--- config.mk ---
export PLATFORM = sky130hd
export DESIGN_NAME = bcd_conv_scheduler
export DESIGN_NICKNAME = d
export VERILOG_FILES = /design/src/rtl/bcd_conv_scheduler_pkg.sv /design/src/rtl/bcd_conv_scheduler_rr_arbiter.sv /design/src/rtl/bcd_conv_scheduler.sv
export SDC_FILE = /design/constraint.sdc
export NUM_CORES = 1
export LEC_CHECK = 0
export CORE_ASPECT_RATIO = 1.4
export CORE_UTILIZATION = 47
export DETAILED_ROUTE_END_ITERATION = 12
export GPL_TIMING_DRIVEN = 1
export PLACE_DENSITY = 0.83
export SLEW_MARGIN = 15
export SYNTH_ARGS = -nofsm -noshare
export SYNTH_HDL_FRONTEND = slang
export SYNTH_SLANG_ARGS = --single-unit
--- constraint.sdc ---
create_clock -name clk -period 5.2 [get_ports clk]
set_clock_uncertainty 0.15 [all_clocks]
set_input_delay 1.04 -clock clk [delete_from_list [all_inputs] [get_ports clk]]
set_output_delay 1.04 -clock clk [all_outputs]
set_load 0.02 [all_outputs]
--- src/rtl/bcd_conv_scheduler_pkg.sv ---
// Shared constants for the bin2bcd converter scheduler.
// FSM encodings, BCD range limit and error codes for the formatters.
package bcd_conv_scheduler_pkg;

    localparam logic [1:0] S_IDLE    = 2'd0;
    localparam logic [1:0] S_WAIT    = 2'd1;
    localparam logic [1:0] S_ACK     = 2'd2;
    localparam logic [1:0] S_RELEASE = 2'd3;

    localparam int unsigned BCD_MAX = 9999;
    localparam int          BCD_W   = 16;

    localparam logic [1:0] ERR_NONE    = 2'd0;
    localparam logic [1:0] ERR_TIMEOUT = 2'd1;
    localparam logic [1:0] ERR_CLAMP   = 2'd2;

endpackage

--- src/rtl/bcd_conv_scheduler_rr_arbiter.sv ---
// Combinational round-robin arbiter.
// Picks the first set request at or above ptr, wrapping modulo N_REQ.
module bcd_conv_scheduler_rr_arbiter #(
    parameter  int N_REQ = 4,
    localparam int IDX_W = (N_REQ > 1) ? $clog2(N_REQ) : 1
) (
    input  logic [N_REQ-1:0] req,
    input  logic [IDX_W-1:0] ptr,
    output logic [N_REQ-1:0] grant,
    output logic [IDX_W-1:0] idx
);

    // Rotating search starting at the pointer position
    always_comb begin : search
        int   j;
        logic found;
        grant = '0;
        idx   = '0;
        found = 1'b0;
        j     = 0;
        for (int k = 0; k < N_REQ; k++) begin
            j = int'(ptr) + k;
            if (j >= N_REQ) j = j - N_REQ;
            if (!found && req[j]) begin
                found    = 1'b1;
                grant[j] = 1'b1;
                idx      = IDX_W'(j);
            end
        end
    end

endmodule

--- src/rtl/bcd_conv_scheduler.sv ---
// Shares one bin2bcd core among N_REQ requesters.
// Round-robin grant, operand clamp, handshake sequencing, watchdog.
module bcd_conv_scheduler
    import bcd_conv_scheduler_pkg::*;
#(
    parameter int N_REQ   = 4,
    parameter int DATA_W  = 14,
    parameter int TIMEOUT = 1023
) (
    input  logic                    clk,
    input  logic                    rst,
    input  logic [N_REQ-1:0]        req,
    input  logic [N_REQ*DATA_W-1:0] req_data,
    output logic [N_REQ-1:0]        ack,
    output logic [BCD_W-1:0]        bcd_out,
    output logic                    ovf,
    output logic                    err,
    output logic                    busy,
    output logic                    conv_en,
    output logic [DATA_W-1:0]       conv_data,
    input  logic                    conv_done,
    input  logic [BCD_W-1:0]        conv_bcd
);

    localparam int IDX_W = (N_REQ > 1) ? $clog2(N_REQ) : 1;
    localparam int WD_W  = $clog2(TIMEOUT + 1);

    logic [1:0]        state;
    logic [IDX_W-1:0]  ptr;
    logic [IDX_W-1:0]  g_idx;
    logic [N_REQ-1:0]  g_oh;
    logic [WD_W-1:0]   wd;
    logic              ovf_q;

    logic [N_REQ-1:0]  arb_grant;
    logic [IDX_W-1:0]  arb_idx;
    logic [DATA_W-1:0] opnd;
    logic              over;
    logic              wd_exp;

    bcd_conv_scheduler_rr_arbiter #(.N_REQ(N_REQ)) u_arb (
        .req   (req),
        .ptr   (ptr),
        .grant (arb_grant),
        .idx   (arb_idx)
    );

    // Operand of the winning requester and its range check
    always_comb begin
        opnd = '0;
        for (int i = 0; i < N_REQ; i++) begin
            if (arb_idx == IDX_W'(i)) opnd = req_data[i*DATA_W +: DATA_W];
        end
        over = 32'(opnd) > BCD_MAX;
    end

    assign wd_exp = (wd == WD_W'(TIMEOUT));
    assign busy   = (state != S_IDLE);

    // Scheduler FSM with watchdog; every output is a register
    always_ff @(posedge clk or negedge rst) begin
        if (!rst) begin
            state     <= S_IDLE;
            ptr       <= '0;
            g_idx     <= '0;
            g_oh      <= '0;
            wd        <= '0;
            ovf_q     <= 1'b0;
            ack       <= '0;
            bcd_out   <= '0;
            ovf       <= 1'b0;
            err       <= 1'b0;
            conv_en   <= 1'b0;
            conv_data <= '0;
        end else begin
            unique case (state)
                S_IDLE: begin
                    if (|req) begin
                        g_idx     <= arb_idx;
                        g_oh      <= arb_grant;
                        conv_data <= over ? DATA_W'(BCD_MAX) : opnd;
                        ovf_q     <= over;
                        conv_en   <= 1'b1;
                        wd        <= '0;
                        state     <= S_WAIT;
                    end
                end
                S_WAIT: begin
                    if (conv_done) begin
                        bcd_out <= conv_bcd;
                        err     <= 1'b0;
                        ovf     <= ovf_q;
                        ack     <= g_oh;
                        conv_en <= 1'b0;
                        state   <= S_ACK;
                    end else if (wd_exp) begin
                        bcd_out <= '0;
                        err     <= 1'b1;
                        ovf     <= ovf_q;
                        ack     <= g_oh;
                        conv_en <= 1'b0;
                        state   <= S_ACK;
                    end else begin
                        wd <= wd + 1'b1;
                    end
                end
                S_ACK: begin
                    ack   <= '0;
                    ptr   <= (g_idx == IDX_W'(N_REQ - 1)) ? '0 : g_idx + 1'b1;
                    wd    <= '0;
                    state <= S_RELEASE;
                end
                S_RELEASE: begin
                    // Core must drop done before the next grant
                    if (!conv_done) begin
                        state <= S_IDLE;
                    end else if (wd_exp) begin
                        err   <= 1'b1;
                        state <= S_IDLE;
                    end else begin
                        wd <= wd + 1'b1;
                    end
                end
                default: state <= S_IDLE;
            endcase
        end
    end

endmodule

After elaboration in Yosys (flattened, before gate mapping) --
Index checks and enable logic that the tools add are counted.
Storage, ports and cells: logic and storage cells 142, flip-flop bits (word level) 58, output and inout port bits 38
Cells by class: mux-type cells 67, $add $sub $neg 9, bitwise logic cells 3, $lt $le $gt $ge 13, equal/unequal tests 13, reduce and logical (&&, ||, !) cells 25
Operators with widths (number):
- $ge A32 B1 Y1 const B | 4
- $lt A32 B4 Y1 const B | 4
- $mux W32 | 4
- $ge A32 B4 Y1 const B | 3
- $sub A32 B4 Y32 const B | 3
- $mux W14 | 5
- $mux W10 | 4
- $pmux W10 S4 | 1
- $mux W16 | 2
- $mux W4 | 6
- $mux W1 | 23
- $mux W2 | 10
- $gt A14 B14 Y1 const B | 1
- $or A4 B4 Y4 | 3
- $add A10 B1 Y10 const B | 1
- $eq A10 B10 Y1 const B | 1
- $eq A2 B2 Y1 const B | 5
- $reduce_bool A2 Y1 | 5
- $reduce_and A3 Y1 | 3
- $bmux W1 S2 | 4
- $demux W1 S2 | 4
- $pmux W2 S4 | 1
- $pmux W4 S2 | 1
- $reduce_and A2 Y1 | 4
- other kinds (13) | 28

Depth between registers and ports, before layout --
depth in word-level cells 22, mapped depth 15, gate-level depth less buffers 10

Hierarchy --
A second synthesis with hierarchy kept.
Unflattened totals: cells, all modules 298, area total of the unflattened synthesis 3380.7 um^2
By module, submodules not included:
- bcd_conv_scheduler | area each 2924.1 um^2, times used 1, cells an instance 249, seq. area each 1451.4 um^2
- bcd_conv_scheduler_rr_arbiter | area each 456.7 um^2, times used 1, cells an instance 49, seq. area each 0.0 um^2

Least setup slack after synthesis --
Ideal clock, no wire load.
path type register -> register, start point register ptr[0], end point register ovf_q, setup time 0.077 ns, slack 1.466 ns, path buffers 3, arrival time 3.506 ns, cell stages (with the launch flop) 14, data required time 4.973 ns, cells stage by stage dfrtp_1 > buf_2 > inv_1 > ha_1 > buf_2 > or3b_1 > a2111o_1 > nand4bb_2 > and2_1 > buf_6 > a211oi_2 > or4_1 > a311o_1 > a21oi_1
Between the ends: longest elaborated chain between the ends 21, elaborated cells on any way between the ends 49, those cells by class add/sub: 7; order compare: 5; eq/ne: 3; mux: 27; reduce/logical: 7
RTL lines:
- start, declared | RTL line bcd_conv_scheduler.sv:29 | logic [IDX_W-1:0] ptr;
- start signal, assigned | RTL line bcd_conv_scheduler.sv:109 | ptr <= (g_idx == IDX_W'(N_REQ - 1)) ? '0 : g_idx + 1'b1;
- branches (longest 14 deep; another with $sub A32 B4 Y32)
- $mux W2 * | RTL line bcd_conv_scheduler_rr_arbiter.sv:24 | if (!found && req[j]) begin
- $logic_not A2 Y1 | RTL line bcd_conv_scheduler.sv:52 | if (arb_idx == IDX_W'(i)) opnd = req_data[i*DATA_W +: DATA_W];
- $mux W14 (3 in series) | RTL line bcd_conv_scheduler.sv:52
- $mux W14 * | RTL line bcd_conv_scheduler.sv:52
- $gt A14 B14 Y1 * | RTL line bcd_conv_scheduler.sv:54 | over = 32'(opnd) > BCD_MAX;
- end signal, assigned | RTL line bcd_conv_scheduler.sv:82 | ovf_q <= over;
- end, declared | RTL line bcd_conv_scheduler.sv:33 | logic ovf_q;
Mark *: on every way between the ends. The select of a mux whose other input is x is not followed. A chain may end at the register's enable or synchronous reset.

Worst setup path in the final report --
start point register ptr[0], end point register conv_data[9]
Between the ends: longest elaborated chain between the ends 22, elaborated cells on any way between the ends 50, those cells by class add/sub: 7; order compare: 5; eq/ne: 3; mux: 28; reduce/logical: 7
RTL lines:
- branches (longest 14 deep; another with $sub A32 B4 Y32)
- $mux W2 * | RTL line bcd_conv_scheduler_rr_arbiter.sv:24
- $logic_not A2 Y1 | RTL line bcd_conv_scheduler.sv:52
- $mux W14 (3 in series) | RTL line bcd_conv_scheduler.sv:52
- $mux W14 * | RTL line bcd_conv_scheduler.sv:52
- $gt A14 B14 Y1 | RTL line bcd_conv_scheduler.sv:54
- $mux W14 * | RTL line bcd_conv_scheduler.sv:81 | conv_data <= over ? DATA_W'(BCD_MAX) : opnd;
- end signal, assigned | RTL line bcd_conv_scheduler.sv:81
- end, declared | RTL line bcd_conv_scheduler.sv:20 | output logic [DATA_W-1:0] conv_data,
Marked as above.

==> results.yml <==
setup_path:
  timing.critical_path.cells: "inv_1, ha_1, or3b_1, a2111o_1, nand4bb_2, and2_1, buf_4, a211oi_1, a31oi_1, o22ai_1, a21oi_1"
  end_kind: "register"
  slowest_delay_ps: 700
  cp_data_arrival_time_ps: 4410
  crit_buf_inv: 2
  slowest_stage: "dfrtp_1"
  path_depth: 11
  reg2reg_slack_ps: 880
  reg2reg_depth: 11
  crit_required_ps: 5290
  worstSetupStartpointType: "register"
  critPathKind: "register to register"
  crit_family: "compound AO/OA/AOI/OAI gates"
  critPathMaxFanout: 19
sta:
  fin_tns_setup_ps: 0
  post-route-min-period_ps: 4320
  tightestPinTransition_ps: 1050
  hold_viol_final: 0
  finalMaxSlewViolations: 0
  setup_viol: 0
  hold_slack_ps: 333
  setup_ws_ps: 881
  fmax_mhz: 232
  rsz0062_at_grt: "no"
  slew-limit-headroom_pct: 29.5
  fin_crit_sh_pct: 83.1
layout:
  drive_above_1_share_pct: 7.89
  fin_nets: 582
  area_growth_pct: 39.7
  final_area_um2: 4980
  diodes: 0
routing:
  wire_per_inst_um: 15.6
  drc: 0
  vias: 3312
  antenna_left: 0
  dr.first_iter.drc_count: 244
  totalWireLength_mm: 9.24
  first_pass_iters: 6
  vias_per_cell: 5.60
power_and_ir_drop:
  swShare_pct: 45.1
  powerDensity_nw_per_um2: 652
  p_comb_share_pct: 63.0
  power.leakage_nw: 2.05
  totalPowerFinal_mw: 3.25
  p_int_mw: 1.78
  power_switching_mw: 1.47
  peakVddDrop_mv: 0.445
  seq_power_share_pct: 24.1
  power_frac_clock_pct: 12.9
yosys:
  async_flop_share_pct: 100
  netlist_area_um2: 3570
  synth_cell_types: 54
  synthTopCellsByCount: "58 x dfrtp_1, 40 x nand2_1, 35 x nor2_1"
  synthFlopType: "dfrtp_1"
  synth_cells: 378
  yosysMostFrequentCell: "dfrtp_1"
  ys_ff_latch: 58
  syn_nets: 471
  ys_warn_count: 0
  yosysTopAreaCellShare_pct: 40.7
  yosys.area.top_type: "dfrtp_1"
  avgSynthCellArea_um2: 9.44
  synth-edff-count: 0
  synth.area.top_cells: "dfrtp_1 41%, a22o_1 5.9%, ha_1 4.9%"
  ys_seq_area_share_pct: 40.7
clock_network:
  clk_latency_ps: 330
  root_buffer: "clkbuf_8"
  postCtsSetupBuffers: 0
  cts_buffers: 9
  clk_path_buf_depth: 2
  tritoncts: "done"
  clkTransAtPathRegs_ps: 60
  cts_hold_buffers: 0
  htree_levels: 3
  clock-sinks: 58
  ctsResizeCount: 0
place:
  dpl_worst_slack_ps: 690
  gp_congestion: 0.838
  place_area_um2: 4780
  place.detailed.hpwl_mm: 6.94
  port_buffers: 116
global_routing:
  grt_max_degree: 59
  grt_pass1_vias: 3223
  antenna_found_initial: 0
  grt.overflow.total: 0
  grt_pass1_wl_mm: 14.5
  grtUsageTotal_pct: 23.6
worst_hold_path:
  hold_class: "register to register"
  holdPathStages: 2
die:
  die-area_um2: 7950
  core-area_um2: 7360
  start_util_pct: 48.5
  fp.dieW_um: 75.6
  die_y_um: 105
  ios: 117
  row_count: 37
job:
  drv_cap: 0
status:
  status: "finished, final reports clean"
[stage by stage]
| step | util (%) | std cells |
|---|---|---|
| global route | 67.7 | 591 |
| finish | 67.7 | 591 |
| CTS | 67.7 | 591 |
| floorplan | - | 378 |
| global placement | 64.9 | 575 |
| detailed placement | 64.9 | 575 |
[power groups by stage]
| stage | Combinational, mW | Clock, mW | Sequential, mW |
|---|---|---|---|
| final | 2.05 | 0.419 | 0.781 |
| after global routing | 2.23 | 0.448 | 0.807 |
| after CTS | 2.04 | 0.427 | 0.782 |
| after detailed placement | 2.02 | 0 | 0.786 |
| after global placement | 1.96 | 0 | 0.777 |
| after floorplan | 1.29 | 0 | 0.903 |
[metal layers]
metal  global-route usage (%)  up-vias  wire length, µm
met5                        0        -                0
met4                     7.54        0              106
met3                     5.69        9              567
met2                     41.6      122             4910
met1                     27.1     1564             3660
li1                         -     1617                -
[path summary, 6_finish.rpt]
| check | startpoint | to |
|---|---|---|
| setup / recovery | ptr[0]$_DFFE_PN0P_ | conv_data[9]$_DFFE_PN0P_ |
| hold / removal | conv_data[12]$_DFFE_PN0P_ | conv_data[12]$_DFFE_PN0P_ |
| setup reg to reg | ptr[0]$_DFFE_PN0P_ | conv_data[9]$_DFFE_PN0P_ |
| hold reg to reg | conv_data[12]$_DFFE_PN0P_ | conv_data[12]$_DFFE_PN0P_ |
| max in group asynchronous | rst | conv_data[11]$_DFFE_PN0P_ |
| min in group asynchronous | rst | wd[6]$_DFFE_PN0P_ |
[layout make-up]
| class | count | area [µm²] |
|---|---|---|
| clock buffer | 12 | 155 |
| clock inverter | 4 | 50.0 |
| fill | 570 | 2380 |
| inverter | 17 | 63.8 |
| multi-input combinational | 279 | 1930 |
| sequential | 58 | 1450 |
| tap | 97 | 121 |
| timing repair buffer | 124 | 1220 |
[logic make-up (layout without fill, tap and decap cells)]
| kind of cell | count (synthesis) | count (layout) | share of synthesized area (%) |
|---|---|---|---|
| buffers and inverters | 41 | 157 | 5.36 |
| multiplexers | 18 | 18 | 6.24 |
| XOR/XNOR | 8 | 8 | 1.96 |
| flip-flops | 58 | 58 | 40.7 |
| AO/OA/AOI/OAI | 115 | 115 | 24.0 |
| adder cells (fa/ha/maj) | 14 | 14 | 4.91 |
| AND/OR/NAND/NOR | 124 | 124 | 16.9 |
[placed cells by master (no fill, tap or decap), drive strengths merged, types with 5 or more instances in the layout]
cell type / Yosys / routed
inv: 17 / 17
nor3: 9 / 9
nor2: 35 / 35
dfrtp: 58 / 58
clkdlybuf4s50: 0 / 115
nand2b: 8 / 8
nand3: 5 / 5
nand2: 40 / 40
o21ai: 15 / 15
a22o: 25 / 25
o211ai: 5 / 5
clkbuf: 10 / 12
buf: 14 / 9
a211oi: 11 / 11
nor4: 8 / 8
xnor2: 8 / 8
mux2i: 11 / 11
a31oi: 10 / 10
a21oi: 12 / 12
a21boi: 10 / 10
ha: 14 / 14
o31ai: 5 / 5
[state kept, by name (all words and copies together), names as in the netlist, 2 cells and up]
name       flops
ack            4
bcd_out       16
conv_data     14
g_idx          2
g_oh           4
ptr            2
state          2
wd            10
[worst reg2reg max path: cells and delay by family, from the launching register on]
family | cells | cell delay [ps]
AOI/OAI and AO/OA | 5 | 1540
adders and majority gates | 1 | 480
buffers and inverters | 2 | 570
DFF | 1 | 700
and+or+nand+nor | 3 | 790
Power figures use the tool's default switching activity.
